$ cat src/rtl/demux_sched_pkg.sv
// Shared definitions for the round-robin demux scheduler: FSM encoding and
// default channel geometry.
package demux_sched_pkg;

    typedef enum logic [1:0] {
        IDLE  = 2'd0,
        GRANT = 2'd1,
        GAP   = 2'd2
    } state_t;

    localparam int DEF_CHANNELS = 8;
    localparam int DEF_SEL_W    = 3;

endpackage

$ cat src/rtl/demux.sv
// One-to-many demultiplexer: routes `in` to the slot chosen by `sel`.
// Every unselected slot is driven to zero.
module demux
    import demux_sched_pkg::*;
#(
    parameter int WIDTH    = 1,
    parameter int CHANNELS = DEF_CHANNELS,
    parameter int SEL_W    = DEF_SEL_W
) (
    input  logic [SEL_W-1:0]          sel,
    input  logic [WIDTH-1:0]          in,
    output logic [CHANNELS*WIDTH-1:0] out
);

    always_comb begin
        out = '0;
        for (int i = 0; i < CHANNELS; i++) begin
            if (sel == SEL_W'(i)) begin
                out[i*WIDTH +: WIDTH] = in;
            end
        end
    end

endmodule

$ cat src/rtl/rr_pick.sv
// Rotating-priority picker: returns the first set request at or above `ptr`,
// wrapping past the top channel back to channel 0.
module rr_pick
    import demux_sched_pkg::*;
#(
    parameter int CHANNELS = DEF_CHANNELS,
    parameter int SEL_W    = DEF_SEL_W
) (
    input  logic [CHANNELS-1:0] req,
    input  logic [SEL_W-1:0]    ptr,
    output logic [SEL_W-1:0]    idx,
    output logic                any
);

    logic [SEL_W-1:0] cand;

    // Scan from the farthest offset down so the nearest request to ptr wins;
    // CHANNELS is a power of two, so the SEL_W-bit add wraps for free.
    always_comb begin
        idx  = ptr;
        any  = 1'b0;
        cand = ptr;
        for (int i = CHANNELS - 1; i >= 0; i--) begin
            cand = ptr + SEL_W'(i);
            if (req[cand]) begin
                idx = cand;
                any = 1'b1;
            end
        end
    end

endmodule

$ cat src/rtl/demux_scheduler.sv
// Round-robin scheduler that time-shares one serial input across CHANNELS
// requesters by sequencing the select of a demux, with a one-cycle gap per turn.
module demux_scheduler
    import demux_sched_pkg::*;
#(
    parameter int CHANNELS = DEF_CHANNELS,
    parameter int SEL_W    = DEF_SEL_W,
    parameter int WIDTH    = 1,
    parameter int DWELL    = 4
) (
    input  logic                      clk,
    input  logic                      rst,
    input  logic [CHANNELS-1:0]       req,
    input  logic [WIDTH-1:0]          in_data,
    input  logic                      in_valid,
    output logic [SEL_W-1:0]          sel,
    output logic [CHANNELS-1:0]       grant,
    output logic                      busy,
    output logic [CHANNELS*WIDTH-1:0] out,
    output logic [1:0]                state_dbg
);

    localparam int CNT_W = $clog2(DWELL) + 1;

    state_t             state;
    logic [SEL_W-1:0]   ptr;
    logic [CNT_W-1:0]   cnt;
    logic [SEL_W-1:0]   pick_idx;
    logic               pick_any;
    logic [WIDTH-1:0]   gated_data;

    // Flow: in_valid qualifies in_data each cycle; there is no back-pressure,
    // data is delivered only in the cycle it is presented and only during GRANT.
    assign gated_data = in_data & {WIDTH{in_valid & (state == GRANT)}};
    assign state_dbg  = state;

    rr_pick #(
        .CHANNELS (CHANNELS),
        .SEL_W    (SEL_W)
    ) u_pick (
        .req (req),
        .ptr (ptr),
        .idx (pick_idx),
        .any (pick_any)
    );

    demux #(
        .WIDTH    (WIDTH),
        .CHANNELS (CHANNELS),
        .SEL_W    (SEL_W)
    ) u_demux (
        .sel (sel),
        .in  (gated_data),
        .out (out)
    );

    always_ff @(posedge clk or posedge rst) begin
        if (rst) begin
            state <= IDLE;
            sel   <= '0;
            grant <= '0;
            busy  <= 1'b0;
            ptr   <= '0;
            cnt   <= '0;
        end else begin
            case (state)
                IDLE: begin
                    grant <= '0;
                    busy  <= 1'b0;
                    if (pick_any) begin
                        sel   <= pick_idx;
                        cnt   <= CNT_W'(DWELL - 1);
                        grant <= CHANNELS'(1) << pick_idx;
                        busy  <= 1'b1;
                        state <= GRANT;
                    end
                end
                GRANT: begin
                    // A dropped request ends the turn early, same as dwell expiry.
                    if (cnt == '0 || !req[sel]) begin
                        grant <= '0;
                        ptr   <= sel + 1'b1;
                        state <= GAP;
                    end else begin
                        cnt <= cnt - 1'b1;
                    end
                end
                GAP: begin
                    busy  <= 1'b0;
                    state <= IDLE;
                end
                default: begin
                    grant <= '0;
                    busy  <= 1'b0;
                    state <= IDLE;
                end
            endcase
        end
    end

endmodule

$ cat config.mk
export PLATFORM = sky130hd
export DESIGN_NAME = demux_scheduler
export DESIGN_NICKNAME = d
export VERILOG_FILES = /design/src/rtl/demux_sched_pkg.sv /design/src/rtl/demux.sv /design/src/rtl/rr_pick.sv /design/src/rtl/demux_scheduler.sv
export SDC_FILE = /design/constraint.sdc
export NUM_CORES = 1
export LEC_CHECK = 0
export ABC_AREA = 1
export CORE_MARGIN = 5
export CORE_UTILIZATION = 40
export CTS_CLUSTER_SIZE = 8
export DETAILED_ROUTE_END_ITERATION = 16
export GPL_TIMING_DRIVEN = 0
export HOLD_SLACK_MARGIN = 0.06
export PLACE_DENSITY = 0.66
export RECOVER_POWER = 25
export SETUP_SLACK_MARGIN = 0.3
export SYNTH_ARGS = -nofsm -noshare
export SYNTH_HDL_FRONTEND = slang
export SYNTH_SLANG_ARGS = --single-unit
$ cat constraint.sdc
create_clock -name clk -period 5.2 [get_ports clk]
set_clock_uncertainty 0.05 [all_clocks]
set_input_delay 1.04 -clock clk [delete_from_list [all_inputs] [get_ports clk]]
set_output_delay 1.04 -clock clk [all_outputs]
set_load 0.01 [all_outputs]
======== After elaboration in Yosys (flattened, before gate mapping) ========
Cells that the tools add are included.
word-level totals
  register bits after elaboration ......... 20
  input bits .............................. 12
  output and inout port bits .............. 22
  logic and storage cells ................. 104
operators by class
  add/sub/neg operators ................... 9
  magnitude comparators ................... 9
  equal/unequal tests ..................... 12
  shifts and indexed selects .............. 1
  muxes and demuxes ....................... 53
  bitwise gates (word level) .............. 3
  reduce and logical (&&, ||, !) cells .... 11
operators by type and width
  kind                                                                          count
  3-bit by 4-bit less-than comparator with 1-bit output, second input constant  9
  3-bit 2-to-1 mux                                                              10
  1-bit binary-select mux with 3-bit select                                     9
  1-bit 2-to-1 mux                                                              26
  8-bit one-hot mux with 3 select lines                                         1
  8-bit 2-to-1 mux                                                              2
  3-bit adder, second input constant                                            4
  3-bit == test, second input constant                                          4
  2-bit AND reduction                                                           4
  1-bit by 3-bit left shift with 8-bit output, first input constant             1
  3-bit by 1-bit adder with 3-bit output, second input constant                 2
  3-bit by 2-bit adder with 3-bit output, second input constant                 2
  3-bit by 2-bit == test with 1-bit output, second input constant               2
  3-bit logical NOT                                                             2
  3-bit one-hot mux with 2 select lines                                         1
  2-bit 2-to-1 mux                                                              2
  2-bit != test, second input constant                                          2
  2-bit one-hot mux with 2 select lines                                         1
  3-bit by 1-bit == test with 1-bit output, second input constant               1
  3-bit AND reduction                                                           1
  3-bit by 1-bit subtractor with 3-bit output, second input constant            1
  1-bit bitwise AND                                                             2
  2-bit by 1-bit == test with 1-bit output, second input constant               1
  2-bit == test, second input constant                                          1
  7 further kinds                                                               7

======== Logic depth before layout (Yosys ltp) ========
Gate-level depths: netlist (run 1).
  depth after elaboration ................. 14
  depth in mapped cells ................... 19
  gate-level depth less buffers ........... 19

======== Modules after synthesis ========
A second synthesis (run 1) with hierarchy kept.
second synthesis, totals
  cells, all modules ...................... 269
  area, all modules ....................... 1835.5 um^2
by module, submodules not included
  module           times used  cells each  area each (um^2)
  demux_scheduler  1           127         1041.0
  rr_pick          1           125         730.7
  demux            1           17          63.8

======== Least setup slack after synthesis (run 1) ========
OpenSTA, ideal clock, no wires.
  kind .................................... input-to-output
  from .................................... input port in_data
  to ...................................... output port out[0]
  arrival ................................. 1522 ps
  data required time ...................... 4110 ps
  path slack .............................. 2588 ps
  stages on the path ...................... 2
  path buffers ............................ 0
  cells stage by stage .................... nand3_1 -> nor3_1
on the way
  longest elaborated chain between the ends .. 2
ends and longest elaborated chain
  what               RTL line               source
  start, declared    demux_scheduler.sv:14  input logic [WIDTH-1:0] in_data,
  1-bit bitwise AND  demux_scheduler.sv:34  assign gated_data = in_data & {WIDTH{in_valid & (state == GRANT)}};
  1-bit 2-to-1 mux   demux.sv:18            if (sel == SEL_W'(i)) begin
  end, declared      demux_scheduler.sv:19  output logic [CHANNELS*WIDTH-1:0] out,
Every way passes these cells.

======== Final worst setup path (run 1) ========
  from .................................... input port in_valid
  to ...................................... output port out[6]
on the way
  longest elaborated chain between the ends .. 3
ends and longest elaborated chain
  what                             RTL line               source
  start, declared                  demux_scheduler.sv:15  input logic in_valid,
  1-bit bitwise AND (2 in series)  demux_scheduler.sv:34
  1-bit 2-to-1 mux                 demux.sv:18
Every way passes these cells.

==> impl_metrics.xml, run 1 <==
<?xml version="1.0" encoding="UTF-8"?>
<metrics>
  <group name="clock_network">
    <metric name="root_buffer" unit="">clkbuf_8</metric>
    <metric name="tritoncts.num_buffers" unit="">3</metric>
    <metric name="max-clock-path-buffers" unit="">2</metric>
    <metric name="ctsHtreeMaxLevel" unit="">1</metric>
    <metric name="post-cts-setup-buffers" unit="">0</metric>
    <metric name="cts_sinks" unit="">20</metric>
    <metric name="clkLatencyLatePin" unit="ps">250</metric>
    <metric name="cts-resized-gates" unit="">0</metric>
    <metric name="tritoncts" unit="">yes</metric>
    <metric name="clk_pin_slew_worst_paths" unit="ps">60</metric>
    <metric name="postCtsHoldBufs" unit="">0</metric>
  </group>
  <group name="floorplanning">
    <metric name="coreArea" unit="µm²">4029</metric>
    <metric name="io-pin-count" unit="">34</metric>
    <metric name="area_of_the_die" unit="µm²">5561</metric>
    <metric name="die_height" unit="µm">74.57</metric>
    <metric name="floorplan.rows" unit="">23</metric>
    <metric name="die-width" unit="µm">74.57</metric>
    <metric name="initial_core_util" unit="%">41.40</metric>
  </group>
  <group name="critical_path">
    <metric name="endpoint_kind" unit="">primary output</metric>
    <metric name="cp_top_family" unit="">buffers and inverters</metric>
    <metric name="crit_path_max_fanout" unit="">8</metric>
    <metric name="path_cells" unit="">clkdlybuf4s50_1, nand3_1, nor3_1, clkdlybuf4s50_1</metric>
    <metric name="timing.critical_path.buf_inv" unit="">2</metric>
    <metric name="timing.critical_path.slowest_cell_delay" unit="ps">570</metric>
    <metric name="critical_path_class" unit="">in -&gt; out</metric>
    <metric name="start_kind" unit="">primary input</metric>
    <metric name="cp_slowest_cell" unit="">clkdlybuf4s50_1</metric>
    <metric name="setup.reg_to_reg.worst_slack" unit="ps">2430</metric>
    <metric name="worst_ep_arrival_time" unit="ps">2520</metric>
    <metric name="cp.required" unit="ps">4110</metric>
    <metric name="crit_top_cell" unit="">clkdlybuf4s50_1</metric>
  </group>
  <group name="sta">
    <metric name="layout_min_cycle_time" unit="ps">3608</metric>
    <metric name="finalSetupViolCount" unit="">0</metric>
    <metric name="worst-slew-pin-transition" unit="ps">731.8</metric>
    <metric name="timing.slew.headroom" unit="%">51.16</metric>
    <metric name="finalSetupTns" unit="ps">0</metric>
    <metric name="grt_setup_unrepaired" unit="">false</metric>
    <metric name="timing.hold.ws" unit="ps">433.3</metric>
    <metric name="hold_viol" unit="">0</metric>
    <metric name="report.final.slew_viol_count" unit="">0</metric>
    <metric name="min_period_over_period" unit="%">69.39</metric>
    <metric name="clock.fmax" unit="MHz">277.1</metric>
  </group>
  <group name="detailed_routing">
    <metric name="ant_nets" unit="">0</metric>
    <metric name="postRouteWirelength" unit="µm">4235</metric>
    <metric name="remaining_design_rule_violation_count" unit="">0</metric>
    <metric name="vias" unit="">1693</metric>
    <metric name="maxUsedRoutingLayer" unit="">met4</metric>
    <metric name="post_drt_wl_per_cell" unit="µm">12.38</metric>
    <metric name="sum_of_met2_wire_segment_lengths_after_detailed_routing" unit="µm">1927</metric>
    <metric name="routed_via_density" unit="">4.950</metric>
    <metric name="starting_drt_drc_count" unit="">102</metric>
    <metric name="route.met3.wl" unit="µm">139</metric>
    <metric name="route.layer.met1.wl" unit="µm">2104</metric>
    <metric name="first_pass_iters" unit="">4</metric>
  </group>
  <group name="placement">
    <metric name="placed_cells_incl_taps" unit="">339</metric>
    <metric name="post_dp_cell_area" unit="µm²">2061</metric>
    <metric name="gp_routability_congestion" unit="">0.8914</metric>
    <metric name="port_buffers" unit="">33</metric>
    <metric name="dp_hpwl" unit="µm">3426</metric>
  </group>
  <group name="layout">
    <metric name="num-fill-cells" unit="">411</metric>
    <metric name="final_nets" unit="">316</metric>
    <metric name="instances_no_fill" unit="">342</metric>
    <metric name="sequential_cell_area" unit="µm²">500.5</metric>
    <metric name="multiInputGateArea" unit="µm²">1017</metric>
    <metric name="syn_to_layout_area_delta" unit="%">26.03</metric>
    <metric name="mostFrequentLayoutCell" unit="">nand2_1</metric>
    <metric name="final_cell_mix" unit="">nand2_1, nand3_1, clkdlybuf4s50_1</metric>
    <metric name="layout-drive-gt1-share" unit="%">10.27</metric>
    <metric name="final_area" unit="µm²">2102</metric>
    <metric name="antennaDiodeCount" unit="">0</metric>
  </group>
  <group name="global_route">
    <metric name="track_usage" unit="%">16.89</metric>
    <metric name="antenna_violations_before_repair" unit="">0</metric>
    <metric name="vias_in_the_first_global_route" unit="">1594</metric>
    <metric name="gr-total-overflow" unit="">0</metric>
    <metric name="first_pass_grt_wire_length" unit="µm">7383</metric>
    <metric name="maximum_number_of_pins_on_one_net_before_global_route_repair" unit="">21</metric>
  </group>
  <group name="yosys">
    <metric name="mappedNetlistNets" unit="">278</metric>
    <metric name="synth-compound-area-share" unit="%">10.43</metric>
    <metric name="syn_avg_cell_area" unit="µm²">6.515</metric>
    <metric name="yosys.area_share.simple" unit="%">42.09</metric>
    <metric name="combinational_family_with_the_most_area_after_synthesis" unit="">simple AND/OR/NAND/NOR gates</metric>
    <metric name="yosys.area_share.xor_xnor" unit="%">0.9752</metric>
    <metric name="synthesis.instances" unit="">256</metric>
    <metric name="muxShareOfSynthArea" unit="%">0</metric>
    <metric name="yosysUniqueCellTypes" unit="">26</metric>
    <metric name="synth_fa_ha_area_share" unit="%">7.502</metric>
    <metric name="sequential_share_of_the_synthesized_area" unit="%">30.01</metric>
    <metric name="ys_ff_latch" unit="">20</metric>
    <metric name="mappedNetlistArea" unit="µm²">1668</metric>
    <metric name="yosysWarningCount" unit="">0</metric>
  </group>
  <group name="hold_path">
    <metric name="class_of_the_most_critical_hold_timing_path" unit="">reg -&gt; reg</metric>
  </group>
  <group name="status">
    <metric name="status" unit="">finished clean</metric>
  </group>
  <group name="flow_run">
    <metric name="max_cap_violations" unit="">0</metric>
  </group>
</metrics>
## cell type report
cell class | instances | share of cell area [%]
inverters | 34 | 6.190
flip-flops and latches | 20 | 23.81
clock buffers | 3 | 1.964
repair buffers | 33 | 15.71
plain buffers | 3 | 0.9524
well taps | 50 | 2.976
multi-input cells | 199 | 48.39
## worst reg2reg max path: stages (launching register included)
cell and delay (ps):
dfrtp_1 560, inv_2 190, ha_1 300, buf_2 180, inv_1 160, nand3_1 130
nand3_1 140, nand2_1 120, nor2_1 130, nand3_1 90, nor2_2 180, nor2_4 70
inv_4 90, nand2_2 100, o21ai_0 90, o21ai_1 80
## Yosys cell counts
library cell  number  share of area (%)
nor2_2             3                1.1
o21a_1             1               0.45
nor2_1            15                3.4
buf_4              2               0.90
ha_1              10                7.5
or2_2              1               0.38
a31oi_1            2               0.75
a21oi_1            8                2.4
inv_2              4               0.90
buf_2              1               0.30
nor2_4             1               0.68
xor2_2             1               0.98
inv_4              1               0.38
a21oi_2            1               0.53
nand3_2            3                1.8
nand3_1           37                 11
clkinv_1           1               0.22
o21ai_0            9                2.7
dfrtp_1           20                 30
inv_1             28                6.3
nand3b_1           1               0.45
nand2_2            9                3.4
nor3_1             6                1.8
nand2_1           80                 18
o211ai_1           2               0.90
o21ai_1            9                2.7
## per-stage QoR
| step | setup slack (ps) | util (%) |
|---|---|---|
| after floorplan | 2588 | - |
| after global placement | 1636 | 51.15 |
| after detailed placement | 1592 | 51.15 |
| after CTS | 1592 | 52.17 |
| after global routing | 1466 | 52.17 |
| final | 1592 | 52.17 |
## per-layer routing
layer / vias up / GRT usage [%]
li1: 903 / -
met3: 8 / 1.892
met2: 31 / 26.54
met4: 0 / 5.731
met1: 751 / 24.12
met5: - / 0
## worst paths after layout
check | from | to | cells past startpoint
setup / recovery | in_valid | out[6] | 4
hold / removal | grant[1]$_DFFE_PP0P_ | grant[1]$_DFFE_PP0P_ | 2
setup reg to reg | ptr[1]$_DFFE_PP0P_ | cnt[0]$_DFFE_PP0P_ | 15
hold reg to reg | grant[1]$_DFFE_PP0P_ | grant[1]$_DFFE_PP0P_ | 2
max in group asynchronous | rst | sel[2]$_DFFE_PP0P_ | 2
min in group asynchronous | rst | grant[1]$_DFFE_PP0P_ | 2
## state kept, by name, indices dropped and copies added, names as in the netlist
name,cells
state_dbg,2
grant,8
ptr,3
cnt,3
busy,1
sel,3
## cells by family (layout without fill, tap and decap cells)
logic type | Yosys count | count (layout)
compound gates | 32 | 32
buf+inv | 37 | 73
flops | 20 | 20
fa+ha+maj | 10 | 10
xor+xnor | 1 | 1
simple gates | 156 | 156
Power of run 1 is not shown: default switching activity piles up to over one toggle a cycle in this logic, so the estimate is an artifact.
==> inputs of run 2 (changes only) <==
- clock period: 5.2 -> 3.6 ns (I/O delays scaled with it)
==> results of run 2 <==
The final DEF is identical to that of run 1. Status: finished clean.
Among the figures that moved: setup slack after placement 1592 ps -> 631.8 ps; setup slack after layout 1592 ps -> 631.6 ps; register-to-register setup slack 2430 ps -> 830 ps
Power of run 2 is left out for the same reason.
